--- src/rtl/spi_xfer_arbiter.sv ---
// spi_xfer_arbiter: round-robin arbiter that hands the shared Tx/SS FIFO write
// port to one requester at a time and holds it for a whole burst, so frames
// from different requesters never interleave. A burst ends on the requester's
// last beat, on the beat-count cap, or when the requester stalls too long.
module spi_xfer_arbiter #(
  parameter int NUM_REQ   = 4,
  parameter int DATA_W    = 32,
  parameter int SS_W      = 2,
  parameter int MAX_BURST = 16,
  parameter int TIMEOUT   = 64
) (
  input  logic                     ACLK,
  input  logic                     ARESETN,
  input  logic                     enable,
  input  logic [NUM_REQ-1:0]       req_valid,
  output logic [NUM_REQ-1:0]       req_ready,
  input  logic [NUM_REQ*DATA_W-1:0] req_data,
  input  logic [NUM_REQ*SS_W-1:0]  req_ss,
  input  logic [NUM_REQ-1:0]       req_last,
  input  logic                     fifo_full,
  output logic                     wr_en,
  output logic [31:0]              tx_data_out,
  output logic [31:0]              ss_data_out,
  output logic [2:0]               grant_id,
  output logic                     busy,
  output logic                     timeout_err
);

  localparam logic [0:0] S_IDLE  = 1'b0;
  localparam logic [0:0] S_BURST = 1'b1;
  localparam int IDLE_W = (TIMEOUT > 2) ? $clog2(TIMEOUT) : 1;

  logic [0:0]        state_q, state_d;
  logic [2:0]        grantId_q, grantId_d;
  logic [2:0]        lastGrant_q, lastGrant_d;
  logic [8:0]        beatCnt_q, beatCnt_d;
  logic [IDLE_W-1:0] idleCnt_q, idleCnt_d;
  logic              timeoutErr_q, timeoutErr_d;

  logic              selValid;
  logic              selLast;
  logic [DATA_W-1:0] selData;
  logic [SS_W-1:0]   selSs;
  logic [7:0]        validPad;
  logic [7:0]        readyPad;
  logic [3:0]        cand;
  logic              pickValid;
  logic [2:0]        pickId;
  logic              portOpen;
  logic              beat;

  // Route the granted requester's valid/last/data/slave-select to the write path.
  always_comb begin
    selValid = 1'b0;
    selLast  = 1'b0;
    selData  = '0;
    selSs    = '0;
    for (int i = 0; i < NUM_REQ; i++) begin
      if (grantId_q == 3'(i)) begin
        selValid = req_valid[i];
        selLast  = req_last[i];
        selData  = req_data[i*DATA_W +: DATA_W];
        selSs    = req_ss[i*SS_W +: SS_W];
      end
    end
  end

  // Pick the first valid requester after the previous winner, wrapping at NUM_REQ.
  always_comb begin
    validPad = '0;
    validPad[NUM_REQ-1:0] = req_valid;
    pickValid = 1'b0;
    pickId    = '0;
    cand      = '0;
    for (int k = 1; k <= NUM_REQ; k++) begin
      cand = {1'b0, lastGrant_q} + 4'(k);
      if (cand >= 4'(NUM_REQ)) cand = cand - 4'(NUM_REQ);
      if (!pickValid && validPad[cand[2:0]]) begin
        pickValid = 1'b1;
        pickId    = cand[2:0];
      end
    end
  end

  // Same-cycle handshake so a full FIFO blocks the write in the very cycle it is seen.
  always_comb begin
    portOpen    = (state_q == S_BURST) && ARESETN && !fifo_full;
    beat        = portOpen && selValid;
    readyPad    = '0;
    if (portOpen) readyPad[grantId_q] = 1'b1;
    req_ready   = readyPad[NUM_REQ-1:0];
    wr_en       = beat;
    tx_data_out = '0;
    ss_data_out = '0;
    if (beat) begin
      tx_data_out[DATA_W-1:0] = selData;
      ss_data_out[SS_W-1:0]   = selSs;
    end
  end

  // Grant, burst accounting and release decisions.
  always_comb begin
    state_d      = state_q;
    grantId_d    = grantId_q;
    lastGrant_d  = lastGrant_q;
    beatCnt_d    = beatCnt_q;
    idleCnt_d    = idleCnt_q;
    timeoutErr_d = 1'b0;
    if (state_q == S_IDLE) begin
      if (enable && pickValid) begin
        state_d   = S_BURST;
        grantId_d = pickId;
        beatCnt_d = '0;
        idleCnt_d = '0;
      end
    end else begin
      if (beat) begin
        beatCnt_d = beatCnt_q + 9'd1;
        idleCnt_d = '0;
        if (selLast || (beatCnt_q + 9'd1 == 9'(MAX_BURST))) begin
          state_d     = S_IDLE;
          lastGrant_d = grantId_q;
        end
      end else if (fifo_full && selValid) begin
        idleCnt_d = idleCnt_q;
      end else if (idleCnt_q == IDLE_W'(TIMEOUT - 1)) begin
        state_d      = S_IDLE;
        lastGrant_d  = grantId_q;
        timeoutErr_d = 1'b1;
      end else begin
        idleCnt_d = idleCnt_q + IDLE_W'(1);
      end
    end
  end

  // State registers; reset leaves requester 0 with top priority.
  always_ff @(posedge ACLK) begin
    if (!ARESETN) begin
      state_q      <= S_IDLE;
      grantId_q    <= '0;
      lastGrant_q  <= 3'(NUM_REQ - 1);
      beatCnt_q    <= '0;
      idleCnt_q    <= '0;
      timeoutErr_q <= 1'b0;
    end else begin
      state_q      <= state_d;
      grantId_q    <= grantId_d;
      lastGrant_q  <= lastGrant_d;
      beatCnt_q    <= beatCnt_d;
      idleCnt_q    <= idleCnt_d;
      timeoutErr_q <= timeoutErr_d;
    end
  end

  assign grant_id    = grantId_q;
  assign busy        = (state_q == S_BURST);
  assign timeout_err = timeoutErr_q;

endmodule
--- config.mk ---
export PLATFORM = sky130hd
export DESIGN_NAME = spi_xfer_arbiter
export DESIGN_NICKNAME = d
export VERILOG_FILES = /design/src/rtl/spi_xfer_arbiter.sv
export SDC_FILE = /design/constraint.sdc
export NUM_CORES = 1
export LEC_CHECK = 0
export ABC_AREA = 1
export BUFFER_PORTS_ARGS = -buffer_cell sky130_fd_sc_hd__buf_2
export CELL_PAD_IN_SITES_DETAIL_PLACEMENT = 1
export CELL_PAD_IN_SITES_GLOBAL_PLACEMENT = 1
export CORE_MARGIN = 5
export CORE_UTILIZATION = 26
export DETAILED_ROUTE_END_ITERATION = 6
export PLACE_DENSITY_LB_ADDON = 0.1
export RECOVER_POWER = 100
export SYNTH_ARGS = -nofsm -noshare
export SYNTH_HDL_FRONTEND = slang
export SYNTH_SLANG_ARGS = --single-unit
--- constraint.sdc ---
create_clock -name ACLK -period 2.7 [get_ports ACLK]
set_clock_uncertainty 0.05 [all_clocks]
set_input_delay 0.27 -clock ACLK [delete_from_list [all_inputs] [get_ports ACLK]]
set_output_delay 0.27 -clock ACLK [all_outputs]
set_load 0.1 [all_outputs]
### Word-level counts from Yosys, hierarchy flattened

Cells that the tools add are included.

| storage, ports and cells | value |
|---|---|
| flip-flop bits (word level) | 23 |
| input bits | 148 |
| output and inout bits | 74 |
| word-level logic and storage cells | 120 |

| cells by class | value |
|---|---|
| $add $sub $neg | 10 |
| order comparisons | 10 |
| equal/unequal tests | 10 |
| mux-type cells | 60 |
| bitwise logic cells | 2 |
| reduce and logical (&&, ||, !) cells | 22 |

Operator list:

| cell | count |
|---|---|
| 2-to-1 mux 32 bit | 5 |
| 2-to-1 mux 3 bit | 12 |
| 2-to-1 mux 6 bit | 5 |
| 2-to-1 mux 9 bit | 3 |
| 2-to-1 mux 1 bit | 24 |
| less-than comparator 3 x 4 -> 1 bit (second input constant) | 5 |
| greater-or-equal comparator 4 x 3 -> 1 bit (second input constant) | 4 |
| binary-select mux 1 bit (select 3 bit) | 4 |
| subtractor 3 bit (second input constant) | 4 |
| 2-to-1 mux 2 bit | 5 |
| adder 9 x 1 -> 9 bit (second input constant) | 1 |
| equality test 9 x 5 -> 1 bit (second input constant) | 1 |
| logical AND 1 bit | 9 |
| adder 3 x 2 -> 4 bit (second input constant) | 2 |
| adder 6 x 1 -> 6 bit (second input constant) | 1 |
| equality test 3 x 2 -> 1 bit (second input constant) | 2 |
| equality test 6 bit (second input constant) | 1 |
| != test 3 bit (second input constant) | 2 |
| adder 3 x 1 -> 4 bit (second input constant) | 1 |
| adder 3 x 3 -> 4 bit (second input constant) | 1 |
| zero test 1 bit | 4 |
| 2-to-1 mux 4 bit | 1 |
| != test 2 bit (second input constant) | 2 |
| AND reduction 2 bit | 2 |
| other kinds (11) | 13 |

### Longest topological paths before layout

Gate-level depths: netlist of run 1.

| logic depth | value |
|---|---|
| word-level depth | 18 |
| depth in mapped cells | 14 |
| depth with buffers taken out | 13 |

### Worst setup path after synthesis of run 1

No wires, ideal clock.

| path | value |
|---|---|
| path kind | register to output |
| from | register state_q (netlist: busy) |
| to | output req_ready[0] |
| arrival time | 4.353 ns |
| required time | 2.380 ns |
| slack | -1.973 ns |
| stages on the path, launching flop included | 5 |
| buffers on the path | 0 |
| cell sequence | dfxtp_1 -> nand2_1 -> nor2_1 -> inv_1 -> nor4_1 |

| on the way | value |
|---|---|
| longest elaborated chain between the ends | 3 |

Ends and longest elaborated chain:

| element | RTL line | source |
|---|---|---|
| start: declaration | 33 | `logic [0:0] state_q, state_d;` |
| start signal: assignment | 146 | `state_q <= state_d;` |
| logical AND 1 bit (2 in series) | 87 | `portOpen = (state_q == S_BURST) && ARESETN && !fifo_full;` |
| 2-to-1 mux 4 bit | 90 | `if (portOpen) readyPad[grantId_q] = 1'b1;` |
| end: declaration | 16 | `output logic [NUM_REQ-1:0] req_ready,` |

No other way between the ends.

### Final worst setup path of run 1

| path | value |
|---|---|
| from | register grantId_q[0] (netlist: grant_id[0]) |
| to | output tx_data_out[15] |

| on the way | value |
|---|---|
| longest elaborated chain between the ends | 7 |
| elaborated cells between the ends (all ways) | 14 |
| classes of those cells | 3 x eq/ne; 9 x mux; 2 x reduce/logical |

Ends and longest elaborated chain:

| element | RTL line | source |
|---|---|---|
| start: declaration | 34 | `logic [2:0] grantId_q, grantId_d;` |
| start signal: assignment | 147 | `grantId_q <= grantId_d;` |
| zero test 3 bit | 59 | `if (grantId_q == 3'(i)) begin` |
| 2-to-1 mux 1 bit (4 in series) | 59 |  |
| logical AND 1 bit | 88 | `beat = portOpen && selValid;` |
| 2-to-1 mux 32 bit (*) | 95 | `if (beat) begin` |
| end: declaration | 22 | `output logic [31:0] tx_data_out,` |

Mark *: on every way between the ends. The rest lies on a longest branch, timed or not.

==> results of run 1 <==
area by class of cell:
| class | instances | area, um2 |
|---|---|---|
| Multi-Input combinational cell | 359 | 2520 |
| Clock buffer | 4 | 78.8 |
| Sequential cell | 23 | 475 |
| Tap cell | 140 | 175 |
| Inverter | 30 | 115 |
| Fill cell | 1413 | 6230 |
| Timing Repair Buffer | 204 | 1380 |
| Antenna cell | 4 | 10.0 |
state kept, by name, indices dropped and copies added (netlist names):
signal / cells
beatCnt_q: 9
idleCnt_q: 6
grant_id: 3
lastGrant_q: 3
busy: 1
timeout_err: 1
metal layers:
layer / GRT usage (%) / up-vias
met1: 24.6 / 1850
met5: 0 / -
met2: 39.2 / 151
met3: 3.68 / 18
li1: - / 1883
met4: 4.95 / 2
worst min path at each step:
stage	startpoint	to	slack (ps)	cells after the start
6_report	ARESETN	lastGrant_q[0]	290	2
2_1_floorplan	ARESETN	idleCnt_q[1]	370	2
3_3_place_gp	idleCnt_q[0]	idleCnt_q[0]	420	2
5_1_grt	ARESETN	lastGrant_q[0]	300	2
4_1_cts	ARESETN	lastGrant_q[0]	290	2
3_5_place_dp	idleCnt_q[1]	idleCnt_q[1]	430	2
cells in the mapped netlist, drive strengths merged:
library cell / count / area share (%)
nand2: 102 / 13
nand3: 77 / 15
buf: 44 / 11
a311oi: 34 / 16
o22ai: 31 / 6.6
nor2: 30 / 4.0
inv: 29 / 3.7
dfxtp: 23 / 16
o21ai: 19 / 3.7
clkbuf: 16 / 2.0
a21oi: 12 / 2.0
nand3b: 7 / 1.8
ha: 4 / 1.7
xor2: 4 / 1.2
nor3: 3 / 0.51
nand4: 2 / 0.42
nor4: 2 / 0.42
clkinv: 1 / 0.13
conb: 1 / 0.13
o211ai: 1 / 0.25
o21bai: 1 / 0.25
power breakdown:
| group | switching, mW | internal [mW] |
|---|---|---|
| Clock | 0.119 | 0.201 |
| Combinational | 0.712 | 0.235 |
| Sequential | 0.0207 | 0.348 |
stage by stage:
step | setup TNS (ps) | area (um2) | utilization, % | cells
6_report | 0 | 4750 | 43.2 | 764
5_1_grt | 0 | 4750 | 43.2 | 764
3_3_place_gp | 0 | 4930 | 44.9 | 756
4_1_cts | 0 | 5010 | 45.6 | 760
2_1_floorplan | -5.09 | 3530 | - | 472
3_5_place_dp | 0 | 4930 | 44.9 | 756
logic make-up after synthesis:
| group | share of synthesized area, % |
|---|---|
| AO/OA/AOI/OAI | 29.3 |
| other | 0.127 |
| flip-flops | 15.6 |
| adder cells (fa/ha/maj) | 1.70 |
| buffers and inverters | 17.4 |
| XOR/XNOR | 1.19 |
| AND/OR/NAND/NOR | 34.7 |
==> flow_summary.ini, run 1 <==
[outcome]
status = finished clean

[yosys]
yosysSeqAreaShare_pct = 15.6
avgSynthCellArea_um2 = 6.66
ys_warn_count = 0
postSynthCellCount = 443
syn_area_mm2 = 0.00295
synth-seq-cells = 23
ys_types = 33

[setup_path]
critical_path_class = flop to output pin
r2r-end = idleCnt_q[4]
slowest_delay_ps = 460
cp_top_family = buffers and inverters
path_depth = 8
slowest_stage = dfxtp_4
path_max_fanout = 16
setup.worst_path.end = tx_data_out[15]
worstSetupStartpointType = flop
reg2regPathDepth = 10
regToRegSetupSlack_ps = 280
arrival_ps = 2210
path_buf_inv = 3
crit_path_end_kind = output pin
r2r-start = lastGrant_q[1]
required_ps = 2380
crit_start = grant_id[0]
worstPathCellList = inv_4 -> nand3_4 -> nor2_2 -> nor2_2 -> nand3_4 -> buf_6 -> a311oi_4 -> buf_6

[global_routing]
grt_usage_pct = 20.9
overflow = 0
antenna_found_initial = 5
grt_pass1_wl_mm = 22.4
grt_pass1_vias = 4061
grt_max_degree = 33

[run]
maxCapViolations = 0

[timing]
fmax_mhz = 395
hold_ws_ps = 294
slew_violations = 0
min_period_over_period_pct = 93.7
hold_viol = 0
setup_viol = 0
slew-limit-headroom_pct = 20.7
worst_slack_ps = 170
tightestPinTransition_ps = 1200
fin_crit_ps = 2530
rsz0062_at_grt = no

[floorplan]
core-area_mm2 = 0.0110
fp-row-count = 38
start_util_pct = 26.9
dieArea_mm2 = 0.0136
die_w_um = 117
ios = 222
die_y_um = 117

[power]
cellLeakagePower_nw = 1.99
power.total_mw = 1.64
ir_drop_mv = 0.282
power_density_mw_per_mm2 = 345

[cells_and_area]
final_cell_mix = buf_2, nand2_1, nand3_1
final_nets = 773
final_common_cell = buf_2
area.growth.synth_to_final_pct = 61.1
drive_above_1_share_pct = 42.1

[clock_network]
cts_buffer_depth = 2
htree_levels = 1
cts-root-buf = clkbuf_16
cts_tree = yes
cts_buffers = 3
cts_resized = 0
cts_sinks = 23
hold_buffers = 0
clk_latency_ps = 250
postCtsSetupBuffers = 0
path_clk_slew_ps = 60

[detailed_routing]
route.detailed.drc = 0
first_pass_iters = 4
antenna_left = 0
wl_met1_mm = 5.78
wl_mm = 14.7
vias_per_cell = 5.11
vias = 3904
met3_length_mm = 1.05
first_iter_violations = 125
highest_layer = met5
wire_per_inst_um = 19.2
route.met2.wl_mm = 7.58

[placement]
dpl_worst_slack_ps = 432
dp_hpwl_mm = 12.3
place.port_buffers = 191
gp_congestion = 0.870

[hold_path]
hold_path.class = input port to flop
No activity file was read; power rests on OpenSTA's default activity.
==> run 2: changes to the inputs <==
MAX_ROUTING_LAYER = met4   (was default)
==> flow_summary.ini, run 2 (synthesis results as in run 1) <==
[global_routing]
antenna_found_initial = 5
overflow = 0
grt_pass1_vias = 4054
grt_pass1_wl_mm = 22.4
grt_max_degree = 33
grt_usage_pct = 21.6

[clock_network]
cts_tree = yes
hold_buffers = 0
htree_levels = 1
path_clk_slew_ps = 60
cts_sinks = 23
cts_buffer_depth = 2
cts_buffers = 3
clk_latency_ps = 250
postCtsSetupBuffers = 0
cts-root-buf = clkbuf_16
cts_resized = 0

[floorplan]
ios = 222
dieArea_mm2 = 0.0136
die_w_um = 117
fp-row-count = 38
core-area_mm2 = 0.0110
start_util_pct = 26.9
die_y_um = 117

[placement]
place.port_buffers = 191
dpl_worst_slack_ps = 432
gp_congestion = 0.884
postPlaceCellArea_mm2 = 0.00493
dp_hpwl_mm = 12.3

[timing]
hold_viol = 0
worst_slack_ps = 164
min_period_over_period_pct = 93.9
tightestPinTransition_ps = 1200
fmax_mhz = 394
fin_crit_ps = 2540
rsz0062_at_grt = no
setup_viol = 0
fin_tns_setup_ps = 0
slew_violations = 0
slew-limit-headroom_pct = 20.3

[setup_path]
worstSetupStartpointType = flop
required_ps = 2380
critical_path_class = flop to output pin
arrival_ps = 2220
crit_path_end_kind = output pin
path_max_fanout = 16

[power]
seq_power_share_pct = 22.6
power_density_mw_per_mm2 = 344
p_sw_share_pct = 52.0
clockPowerShare_pct = 19.5
p_int_mw = 0.785
cellLeakagePower_nw = 1.99
combPwrFrac_pct = 57.9
power_switching_mw = 0.851
power.total_mw = 1.64
ir_drop_mv = 0.283

[cells_and_area]
final_common_cell = buf_2
reg.largest.list = beatCnt_q: 9 flops, idleCnt_q: 6 flops
drive_above_1_share_pct = 42.1
final_area_mm2 = 0.00476
area.growth.synth_to_final_pct = 61.3
regMostFlops = beatCnt_q
largest_reg_flops = 9
final_cell_mix = buf_2, nand2_1, nand3_1
utilization_pct = 43.3
final_nets = 773

[detailed_routing]
first_iter_violations = 126
wl_mm = 14.7
route.detailed.drc = 0
wire_per_inst_um = 19.2
vias = 3874
antenna_left = 0
vias_per_cell = 5.06
first_pass_iters = 4

[hold_path]
hold_path.class = input port to flop

[run]
maxCapViolations = 0

[outcome]
status = finished clean
==> run 2: changes by cell type in the layout (fill, tap and decap cells not counted), sizes merged <==
cell | previous run | this run
diode | 4 | 5
==> run 2: stage by stage <==
| step | hold WS (ps) | cells |
|---|---|---|
| 5_1_grt | 299 | 765 |
| 3_5_place_dp | 431 | 756 |
| 6_report | 294 | 765 |
| 4_1_cts | 289 | 760 |
| 2_1_floorplan | 370 | 472 |
| 3_3_place_gp | 420 | 756 |
==> run 2: final cells by class <==
cell class | count | area (um2)
flip-flops and latches | 23 | 475
diodes | 5 | 12.5
fillers | 1413 | 6230
well taps | 140 | 175
repair buffers | 204 | 1380
clock buffers | 4 | 78.8
multi-input cells | 359 | 2520
inverters | 30 | 115
==> run 2: final timing paths <==
kind	start	to	slack (ps)	cells after the start
hold / removal	ARESETN	lastGrant_q[0]	290	2
setup / recovery	grant_id[0]	tx_data_out[30]	160	8
setup reg to reg	lastGrant_q[1]	idleCnt_q[4]	280	10
hold reg to reg	idleCnt_q[5]	idleCnt_q[5]	440	2
==> run 2: per-layer routing <==
layer,up-vias,wire length [um],GRT usage [%]
met5,-,0,-
met4,0,191,4.33
met3,12,977,3.73
met2,150,7600,39.4
met1,1830,5910,24.9
li1,1882,-,-
==> run 2: critical path: stages (launching register included) <==
cell and delay (ps):
dfxtp_4 460, inv_4 120, nand3_4 80, nor2_2 40, nor2_2 180, nand3_4 240
buf_6 300, a311oi_4 260, buf_6 270
==> run 2: power groups by stage <==
stage,combinational [mW],clock [mW],sequential [mW]
after global routing,1.01,0.344,0.372
after detailed placement,0.977,0,0.377
after global placement,0.966,0,0.376
after CTS,0.979,0.327,0.370
after floorplan,0.715,0,0.404
final,0.947,0.320,0.369
